File: src/rtl/rv32i_types.sv
// Shared type and constant package for the rv32i memory subsystem.
// Line and burst types plus the burst geometry used by the cacheline adaptor.
package rv32i_types;

    typedef logic [255:0] cacheline_t;
    typedef logic [63:0]  burst_t;

    localparam int BURST_LEN        = 4;
    localparam int LINE_OFFSET_BITS = 5;

endpackage

File: src/rtl/cacheline_adaptor_burst_buffer.sv
// burst_buffer: one cacheline register that can be loaded whole or written one beat
// at a time, with a beat-indexed read mux for streaming write beats out.
module burst_buffer
    import rv32i_types::*;
#(
    parameter int LINE_WIDTH  = 256,
    parameter int BURST_WIDTH = 64,
    localparam int IDX_W      = $clog2(LINE_WIDTH / BURST_WIDTH)
) (
    input  logic                   clk,
    input  logic                   rst,
    input  logic                   load_line,
    input  logic [LINE_WIDTH-1:0]  line_in,
    input  logic                   wr_beat,
    input  logic [IDX_W-1:0]       beat_idx,
    input  logic [BURST_WIDTH-1:0] beat_in,
    output logic [LINE_WIDTH-1:0]  line_out,
    output logic [BURST_WIDTH-1:0] beat_out
);

    logic [LINE_WIDTH-1:0] line_q;
    logic [LINE_WIDTH-1:0] line_d;

    always_comb begin
        line_d = line_q;
        if (load_line) begin
            line_d = line_in;
        end else if (wr_beat) begin
            line_d[beat_idx*BURST_WIDTH +: BURST_WIDTH] = beat_in;
        end
    end

    always_ff @(posedge clk or posedge rst) begin
        if (rst) begin
            line_q <= '0;
        end else begin
            line_q <= line_d;
        end
    end

    assign line_out = line_q;
    assign beat_out = line_q[beat_idx*BURST_WIDTH +: BURST_WIDTH];

endmodule

File: src/rtl/cacheline_adaptor.sv
// cacheline_adaptor: converts 256-bit line reads/writes into 4-beat 64-bit DRAM bursts.
// Define ADAPTOR_EARLY_RESP_EN to answer reads in the last-beat cycle via a top-beat bypass.
module cacheline_adaptor
    import rv32i_types::*;
#(
    parameter int LINE_WIDTH  = 256,
    parameter int BURST_WIDTH = 64,
    parameter int ADDR_WIDTH  = 32
) (
    input  logic                   clk,
    input  logic                   rst,
    input  logic                   mem_read,
    input  logic                   mem_write,
    input  logic [ADDR_WIDTH-1:0]  mem_address,
    input  logic [LINE_WIDTH-1:0]  mem_wdata,
    output logic [LINE_WIDTH-1:0]  mem_rdata,
    output logic                   mem_resp,
    output logic                   pmem_read,
    output logic                   pmem_write,
    output logic [ADDR_WIDTH-1:0]  pmem_address,
    output logic [BURST_WIDTH-1:0] pmem_wdata,
    input  logic [BURST_WIDTH-1:0] pmem_rdata,
    input  logic                   pmem_resp
);

    localparam int BURST_LEN = LINE_WIDTH / BURST_WIDTH;
    localparam int CNT_W     = $clog2(BURST_LEN);
    localparam logic [CNT_W-1:0]      LAST_BEAT   = CNT_W'(BURST_LEN - 1);
    localparam logic [ADDR_WIDTH-1:0] OFFSET_MASK = ADDR_WIDTH'((1 << LINE_OFFSET_BITS) - 1);

    typedef enum logic [2:0] {
        IDLE,
        RD_BURST,
        RD_DONE,
        WR_BURST,
        WR_DONE
    } state_e;

    state_e                  state_q, state_d;
    logic [CNT_W-1:0]        cnt_q, cnt_d;
    logic [ADDR_WIDTH-1:0]   addr_q, addr_d;
    logic                    load_line;
    logic                    wr_beat;
    logic                    beat_last;
    logic [LINE_WIDTH-1:0]   line_out;
    logic [BURST_WIDTH-1:0]  beat_out;

    assign beat_last = pmem_resp && (cnt_q == LAST_BEAT);

    burst_buffer #(
        .LINE_WIDTH  (LINE_WIDTH),
        .BURST_WIDTH (BURST_WIDTH)
    ) u_buf (
        .clk       (clk),
        .rst       (rst),
        .load_line (load_line),
        .line_in   (mem_wdata),
        .wr_beat   (wr_beat),
        .beat_idx  (cnt_q),
        .beat_in   (pmem_rdata),
        .line_out  (line_out),
        .beat_out  (beat_out)
    );

    // Read wins when both requests are raised together.
    always_comb begin
        state_d   = state_q;
        cnt_d     = cnt_q;
        addr_d    = addr_q;
        load_line = 1'b0;
        wr_beat   = 1'b0;
        unique case (state_q)
            IDLE: begin
                if (mem_read) begin
                    addr_d  = mem_address & ~OFFSET_MASK;
                    cnt_d   = '0;
                    state_d = RD_BURST;
                end else if (mem_write) begin
                    addr_d    = mem_address & ~OFFSET_MASK;
                    cnt_d     = '0;
                    load_line = 1'b1;
                    state_d   = WR_BURST;
                end
            end
            RD_BURST: begin
                if (pmem_resp) begin
                    wr_beat = 1'b1;
                    cnt_d   = cnt_q + 1'b1;
                    if (beat_last) begin
`ifdef ADAPTOR_EARLY_RESP_EN
                        state_d = IDLE;
`else
                        state_d = RD_DONE;
`endif
                    end
                end
            end
            RD_DONE: state_d = IDLE;
            WR_BURST: begin
                if (pmem_resp) begin
                    cnt_d = cnt_q + 1'b1;
                    if (beat_last) begin
                        state_d = WR_DONE;
                    end
                end
            end
            WR_DONE: state_d = IDLE;
            default: state_d = IDLE;
        endcase
    end

    always_ff @(posedge clk or posedge rst) begin
        if (rst) begin
            state_q <= IDLE;
            cnt_q   <= '0;
            addr_q  <= '0;
        end else begin
            state_q <= state_d;
            cnt_q   <= cnt_d;
            addr_q  <= addr_d;
        end
    end

    always_comb begin
        pmem_read    = (state_q == RD_BURST);
        pmem_write   = (state_q == WR_BURST);
        pmem_address = addr_q;
        pmem_wdata   = beat_out;
        mem_resp     = (state_q == RD_DONE) || (state_q == WR_DONE);
        mem_rdata    = line_out;
`ifdef ADAPTOR_EARLY_RESP_EN
        // The top beat is not in the buffer yet on the last-beat cycle.
        if ((state_q == RD_BURST) && beat_last) begin
            mem_resp = 1'b1;
            mem_rdata[LINE_WIDTH-1 -: BURST_WIDTH] = pmem_rdata;
        end
`endif
    end

endmodule

File: config.mk
export PLATFORM = sky130hd
export DESIGN_NAME = cacheline_adaptor
export DESIGN_NICKNAME = d
export VERILOG_FILES = /design/src/rtl/rv32i_types.sv /design/src/rtl/cacheline_adaptor_burst_buffer.sv /design/src/rtl/cacheline_adaptor.sv
export SDC_FILE = /design/constraint.sdc
export NUM_CORES = 1
export LEC_CHECK = 0
export ABC_AREA = 0
export BUFFER_PORTS_ARGS = -buffer_cell sky130_fd_sc_hd__clkbuf_2
export CORE_AREA = 2 2 279 281
export DETAILED_ROUTE_END_ITERATION = 10
export DIE_AREA = 0 0 281 283
export PLACE_DENSITY_LB_ADDON = 0.05
export SYNTH_ARGS = -nofsm -noshare
export SYNTH_HDL_FRONTEND = slang
export SYNTH_SLANG_ARGS = --single-unit
File: constraint.sdc
create_clock -name clk -period 13.81 [get_ports clk]
set_input_delay 0.6905 -clock clk [delete_from_list [all_inputs] [get_ports clk]]
set_output_delay 0.6905 -clock clk [all_outputs]
set_load 0.01 [all_outputs]
==> results.sh, run 1 <==
export IMPL_worst_ir_drop_vdd_mv=0.148
export IMPL_syn_area_per_cell_um2=10.6
export IMPL_yosysTopAreaCellShare_pct=41.5
export IMPL_cts_root_buffer="clkbuf_16"
export IMPL_worst_ep_arrival_time_ns=4.92
export IMPL_pwr_share_comb_pct=50.9
export IMPL_remaining_drc_errors=0
export IMPL_globalRoute_totalOverflow=0
export IMPL_post_synth_fa_ha_maj_area_fraction_pct=0.432
export IMPL_max_clock_freq_ghz=0.225
export IMPL_leakage_power_uw=0.00921
export IMPL_area_taken_by_multi_input_logic_gates_um2=8850
export IMPL_final_layout_size_suffix_gt1_share_pct=42.0
export IMPL_final_max_slew_viol_count=0
export IMPL_yosys_register_bits=288
export IMPL_synthTopCellsByArea="dfrtp_1 (42%), a221oi_1 (11%), o211ai_1 (9.2%)"
export IMPL_register_area_um2=7210
export IMPL_fin_skew_ns=0.00904
export IMPL_detailed_place_area_um2=21200
export IMPL_worst_setup_path_end_kind="flop"
export IMPL_final_setup_tns_ns=0
export IMPL_clock_sinks=288
export IMPL_power_frac_seq_pct=31.0
export IMPL_cap_viol_max_count=0
export IMPL_rsz0062_at_grt="false"
export IMPL_post_dp_hpwl_um=63100
export IMPL_critical_path_reg2reg_endpoint="u_buf.line_out[36]"
export IMPL_critPathLaunchType="flop"
export IMPL_share_clk_of_total_power_pct=18.1
export IMPL_critical_path_class="flop to flop"
export IMPL_critPathLaunch="cnt_q[1]"
export IMPL_cts_resized_gates=0
export IMPL_area_growth_syn_to_layout_pct=30.1
export IMPL_ctsHoldBuffers=0
export IMPL_nFillCells=8195
export IMPL_syn_area_um2=17400
export IMPL_number_of_global_route_vias_before_repair=18500
export IMPL_worst_skew_pair_late_latency_ns=0.57
export IMPL_tritoncts="built"
export IMPL_drtPass1Iterations=5
export IMPL_place_congestion=0.810
export IMPL_data_required_time_of_the_critical_path_ns=14.29
export IMPL_yosys_area_share_simple_pct=8.71
export IMPL_worst_slew_pin_slew_ns=1.26
export IMPL_synth_top_family_by_area="compound AO/OA/AOI/OAI gates"
export IMPL_final_hold_worst_slack_ns=0.259
export IMPL_synthMuxAreaShare_pct=10.2
export IMPL_post_synth_xor_area_fraction_pct=0.0504
export IMPL_timing_critical_path_fanout_max=50
export IMPL_floorplan_rows=102
export IMPL_num_nets_final=2512
export IMPL_routed_via_count=18700
export IMPL_final_hold_violations=0
export IMPL_post_route_cell_area_um2=22600
export IMPL_grt_util_all_layers_pct=24.1
export IMPL_die_width_um=281
export IMPL_final_util_pct=29.4
export IMPL_cts_setup_buffers=0
export IMPL_timing_final_crit_share_pct=32.2
export IMPL_outcome="finished, final reports clean"
export IMPL_wire_per_inst_um=30.9
export IMPL_initial_core_util_pct=22.6
export IMPL_synth_distinct_cells=40
export IMPL_clkSlewWorstSetupHoldPaths_ns=0.06
export IMPL_setup_violations=0
export IMPL_maxSlewHeadroom_pct=16.0
export IMPL_grt_first_pass_wirelength_um=142000
export IMPL_netSwitchingFraction_pct=47.1
export IMPL_portBuffers=701
export IMPL_synthesis_instances=1643
export IMPL_finalWorstPathRequiredPeriod_ns=4.44
export IMPL_design_portCount=712
export IMPL_grt_max_degree=205
export IMPL_cts_inserted_buffers=42
export IMPL_synth_warnings=0
export IMPL_initialDrtViolationCount=1800
export IMPL_critical_path_endpoint="u_buf.line_out[36]"
export IMPL_htree_num_levels=2
export IMPL_initial_antenna_violation_count=31
export IMPL_ctsLongestPathBuffers=3
export IMPL_wl_um=99800
export IMPL_share_of_the_synthesized_area_in_compound_gates_ao_oa_aoi_oai_pct=30.5
export IMPL_r2r_start="cnt_q[1]"
export IMPL_setup_reg_to_reg_worst_slack_ns=9.37
export IMPL_yosysTopAreaCell="dfrtp_1"
export IMPL_vias_per_cell=5.77
export IMPL_fp_dieH_um=283
export IMPL_p_per_area_nw_per_um2=264
export IMPL_yosysSeqAreaShare_pct=41.5
export IMPL_final_antenna_violating_net_count=0
export IMPL_power_report_internal_total_uw=3150
export IMPL_design_die_area_um2=79500
export IMPL_min_path_type="input port to async pin"
export IMPL_ff2ff_path_depth=8
export IMPL_net_switching_power_uw=2800
export IMPL_core_region_area_um2=76700
-- how the worst min path moves through the flow --
stage,slack (ns),endpoint,depth (start not counted),start
2_1_floorplan,0.54,state_q[1],1,state_q[2]
3_3_place_gp,0.49,pmem_address[24],1,pmem_address[24]
3_5_place_dp,0.50,pmem_address[25],1,pmem_address[25]
4_1_cts,0.28,pmem_address[27],2,rst
5_1_grt,0.30,pmem_address[27],2,rst
6_report,0.26,pmem_address[24],2,rst
-- cells in the mapped netlist --
cell type and number:
a21o_1 2, a21oi_1 1, a221o_1 44, a221oi_1 212, a22o_1 4, a22oi_1 2, a31oi_1 212, and2_1 1
and3_1 45, and4b_1 1, and4bb_2 1, buf_1 14, buf_12 2, buf_2 111, buf_4 28, buf_6 17
clkbuf_1 108, clkbuf_2 1, conb_1 1, dfrtp_1 288, ha_1 6, inv_1 4, mux2_2 19, mux2_4 8
mux4_2 64, nand2_1 2, nand2b_1 1, nand3_1 214, nand3b_1 1, nor2_1 2, nor2_4 2, nor2b_1 3
nor3_4 1, nor4bb_1 3, o211ai_1 213, o21ai_0 1, o22ai_1 1, or3_1 1, or3b_2 1, xnor2_1 1
-- layer usage --
layer | track usage, % | vias to the layer above | routed length, um
met5 | 0 | - | 154
met1 | 31.1 | 9656 | 40500
li1 | - | 7904 | -
met3 | 5.14 | 145 | 7280
met2 | 40.2 | 934 | 49600
met4 | 7.29 | 22 | 2350
-- area by class of cell --
class                           count  share of cell area, %
Sequential cell                   288                   31.9
Multi-Input combinational cell   1074                   39.2
Inverter                            4                 0.0997
Antenna cell                       20                  0.222
Clock buffer                       63                   5.59
Timing Repair Buffer              739                   17.0
Tap cell                         1040                   5.76
Clock inverter                      6                  0.255
-- critical path, stage by stage, from the launching register on --
cell,delay [ns]
dfrtp_4,0.80
inv_1,0.33
ha_4,0.43
buf_4,0.78
nor4bb_4,0.41
buf_4,0.42
buf_4,0.61
o211ai_1,0.19
a31oi_1,0.22
-- registers in the layout, summed over array words and instances (netlist names) --
name / cells
cnt_q: 2
pmem_address: 27
state_q: 3
u_buf.line_out: 256
-- per-stage QoR --
step / setup slack (ns) / cells / total power [uW]
6_report: 9.37 / 3234 / 5950
5_1_grt: 9.20 / 3231 / 6290
4_1_cts: 9.27 / 3214 / 6020
3_5_place_dp: 9.31 / 3145 / 4900
3_3_place_gp: 9.36 / 3145 / 4880
2_1_floorplan: 5.17 / 1647 / 3480
-- power by group through the flow --
stage	Sequential, uW	Clock (uW)	Combinational [uW]
after detailed placement	1850	0	3050
final	1840	1080	3030
after global routing	1890	1140	3250
after global placement	1850	0	3030
after CTS	1840	1110	3060
after floorplan	1760	0	1720
-- cell usage in the layout, fill, tap and decap left out, drive strengths merged, types with 2 or more instances in the layout --
master  count
inv         4
mux4       64
a22oi       2
nor2        4
a221o      44
nor4bb      3
nor2b       3
nand3     214
a31oi     212
ha          6
a21o        2
mux2       27
a22o        4
o211ai    213
buf        38
a221oi    212
clkbuf    764
nand2       2
diode      20
and3       45
conb        5
clkinv      4
dfrtp     288
-- logic make-up (layout without fill, tap and decap cells) --
logic type	Yosys count	in the layout
buffers and inverters	285	812
other	1	25
flip-flops	288	288
AND/OR/NAND/NOR	279	279
multiplexers	91	91
XOR/XNOR	1	1
adder cells (fa/ha/maj)	6	6
AO/OA/AOI/OAI	692	692
No activity file was read; power rests on OpenSTA's default activity.
==> run 2, diff against run 1 <==
==> constraint.sdc (replaced) <==
create_clock -name clk -period 3.66 [get_ports clk]
set_input_delay 0.183 -clock clk [delete_from_list [all_inputs] [get_ports clk]]
set_output_delay 0.183 -clock clk [all_outputs]
set_load 0.01 [all_outputs]
==> run 2 against run 1 <==
  * Sequential power rose to 3.7 times the previous value
  * Wire length rose by 2.9%
  * Utilization up 7.1 points
  * Cell count rose by 16%
  * Flip-flop and latch count unchanged
  * Maximum frequency up 30%
  * First-iteration DRC count fell by 7.3%
  * Die area unchanged
==> results.sh, run 2 (synthesis gave the netlist of run 1 again) <==
export IMPL_critPathLaunchType="flop"
export IMPL_num_nets_final=3048
export IMPL_portBuffers=701
export IMPL_core_region_area_um2=76700
export IMPL_cts_resized_gates=0
export IMPL_max_clock_freq_ghz=0.292
export IMPL_mostFrequentLayoutCell="clkbuf_2"
export IMPL_place_congestion=0.802
export IMPL_r2r_start="cnt_q[0]"
export IMPL_worst_skew_pair_late_latency_ns=0.57
export IMPL_clkSlewWorstSetupHoldPaths_ns=0.06
export IMPL_numPlacedInstances=3173
export IMPL_hold_start="pmem_rdata[52]"
export IMPL_final_hold_violations=0
export IMPL_worst_ir_drop_vdd_mv=0.577
export IMPL_routed_via_count=20600
export IMPL_design_portCount=712
export IMPL_fin_skew_ns=0.0195
export IMPL_critical_path_class="flop to flop"
export IMPL_worst_slew_pin_slew_ns=1.05
export IMPL_place_worst_setup_slack_ns=0.795
export IMPL_gr_usage_met2_pct=42.7
export IMPL_wire_per_inst_um=27.3
export IMPL_globalRouteMet1Util_pct=32.2
export IMPL_finalWorstPathRequiredPeriod_ns=3.42
export IMPL_rsz0062_at_grt="false"
export IMPL_worst_path_dominant_cell_family="buffers and inverters"
export IMPL_htree_num_levels=2
export IMPL_mostFrequentLayoutCells="clkbuf_2 (701), dlygate4sd3_1 (510), dfrtp_1 (286)"
export IMPL_ctsLongestPathBuffers=3
export IMPL_final_util_pct=36.6
export IMPL_nFillCells=7917
export IMPL_post_route_cell_area_um2=28100
export IMPL_initial_core_util_pct=22.6
export IMPL_critical_path_cell_count=7
export IMPL_fp_dieH_um=283
export IMPL_cts_root_buffer="clkbuf_16"
export IMPL_final_antenna_violating_net_count=0
export IMPL_clock_sinks=288
export IMPL_number_of_global_route_vias_before_repair=21600
export IMPL_timing_final_crit_share_pct=93.5
export IMPL_cap_viol_max_count=0
export IMPL_vias_per_cell=5.48
export IMPL_die_width_um=281
export IMPL_worst_setup_path_end_kind="flop"
export IMPL_leakage_power_uw=0.0116
export IMPL_met3_usage_pct=4.09
export IMPL_data_required_time_of_the_critical_path_ns=4.16
export IMPL_postLayoutSetupSlackWorst_ns=0.239
export IMPL_timing_critical_path_fanout_max=41
export IMPL_timing_hold_worst_path_depth=3
export IMPL_initial_antenna_violation_count=6
export IMPL_initialDrtViolationCount=1669
export IMPL_final_max_slew_viol_count=0
export IMPL_cts_setup_buffers=0
export IMPL_min_path_type="input port to flop"
export IMPL_grt_max_degree=171
export IMPL_remaining_drc_errors=0
export IMPL_critPathLaunch="cnt_q[0]"
export IMPL_grt_first_pass_wirelength_um=151000
export IMPL_post_dp_hpwl_um=65400
export IMPL_maxSlewHeadroom_pct=29.9
export IMPL_tritoncts="built"
export IMPL_largest_register_ffs=256
export IMPL_detailed_place_area_um2=21600
export IMPL_critical_path_slowest_cell="ha_4"
export IMPL_wl_um=103000
export IMPL_worst_ep_arrival_time_ns=3.92
export IMPL_ff2ff_path_depth=7
export IMPL_area_growth_syn_to_layout_pct=61.6
export IMPL_globalRoute_totalOverflow=0
export IMPL_design_die_area_um2=79500
export IMPL_grt_busiest_layer="met2"
export IMPL_drtPass1Iterations=5
export IMPL_outcome="finished, final reports clean"
export IMPL_grt_util_all_layers_pct=25.0
export IMPL_p_per_area_nw_per_um2=907
export IMPL_setup_violations=0
export IMPL_timing_critical_path_buf_inv=3
export IMPL_worstPathCellList="inv_1, ha_4, nor4bb_4, buf_4, o211ai_1, a31oi_1, dlygate4sd3_1"
export IMPL_final_layout_size_suffix_gt1_share_pct=34.7
export IMPL_floorplan_rows=102
export IMPL_timing_critical_path_slowest_cell_delay_ns=0.68
export IMPL_cts_inserted_buffers=40
export IMPL_stdcell_count=3759
## run 2: cell types whose count changed in the layout (fill, tap and decap cells not counted), sizes merged
cell         previous run  this run
inv                     4         5
diode                  20         4
bufinv                  1         2
buf                    38        66
dlygate4sd3             0       510
clkinv                  4         5
## run 2: metal layers
layer	share of wire, %	up-vias
met2	50	874
met5	0.028	-
met3	6.0	147
met1	42	10600
li1	-	8975
met4	2.9	4
## run 2: path summary, 6_finish.rpt
check / endpoint / slack [ns]
max reg2reg: u_buf.line_out[45] / 0.24
min in group asynchronous: u_buf.line_out[44] / 0.20
min reg2reg: pmem_address[29] / 0.51
min: u_buf.line_out[116] / 0.03
max: u_buf.line_out[45] / 0.24
max in group asynchronous: pmem_address[29] / 2.51
## run 2: final cells by class
cell class / instances / area [um2] / share of cell area [%]
multi-input combinational: 1074 / 8850 / 31.5
inverter: 4 / 18.8 / 0.0669
tap: 1040 / 1300 / 4.64
clock buffer: 63 / 1200 / 4.27
clock inverter: 9 / 103 / 0.366
antenna: 4 / 10.0 / 0.0357
sequential: 288 / 7210 / 25.7
timing repair buffer: 1277 / 9360 / 33.4
## run 2: worst min-delay path, delay by kind of cell
kind	cells	cell delay [ns]
and+or+nand+nor	1	0.15
AOI/OAI and AO/OA	1	0.10
buffers and inverters	1	0.12
## run 2: where the power goes
group	switching, uW	internal [uW]	leakage, uW
Sequential	1920	4840	0.00346
Combinational	7550	7130	0.00750
Clock	1640	2380	0.000642
## run 2: repair_timing
action / in CTS / in global routing
hold buffers: 510 / 0
hold endpoints to repair: 319 / 0
setup endpoints to repair: 0 / 0
## run 2: stage by stage
step           total power, uW  setup TNS, ns  hold WS, ns
2_1_floorplan            13100         -98.56        0.329
3_3_place_gp             18600              0        0.232
3_5_place_dp             18700              0        0.224
4_1_cts                  25500              0     0.000132
5_1_grt                  26900              0      0.00196
6_report                 25500              0       0.0308
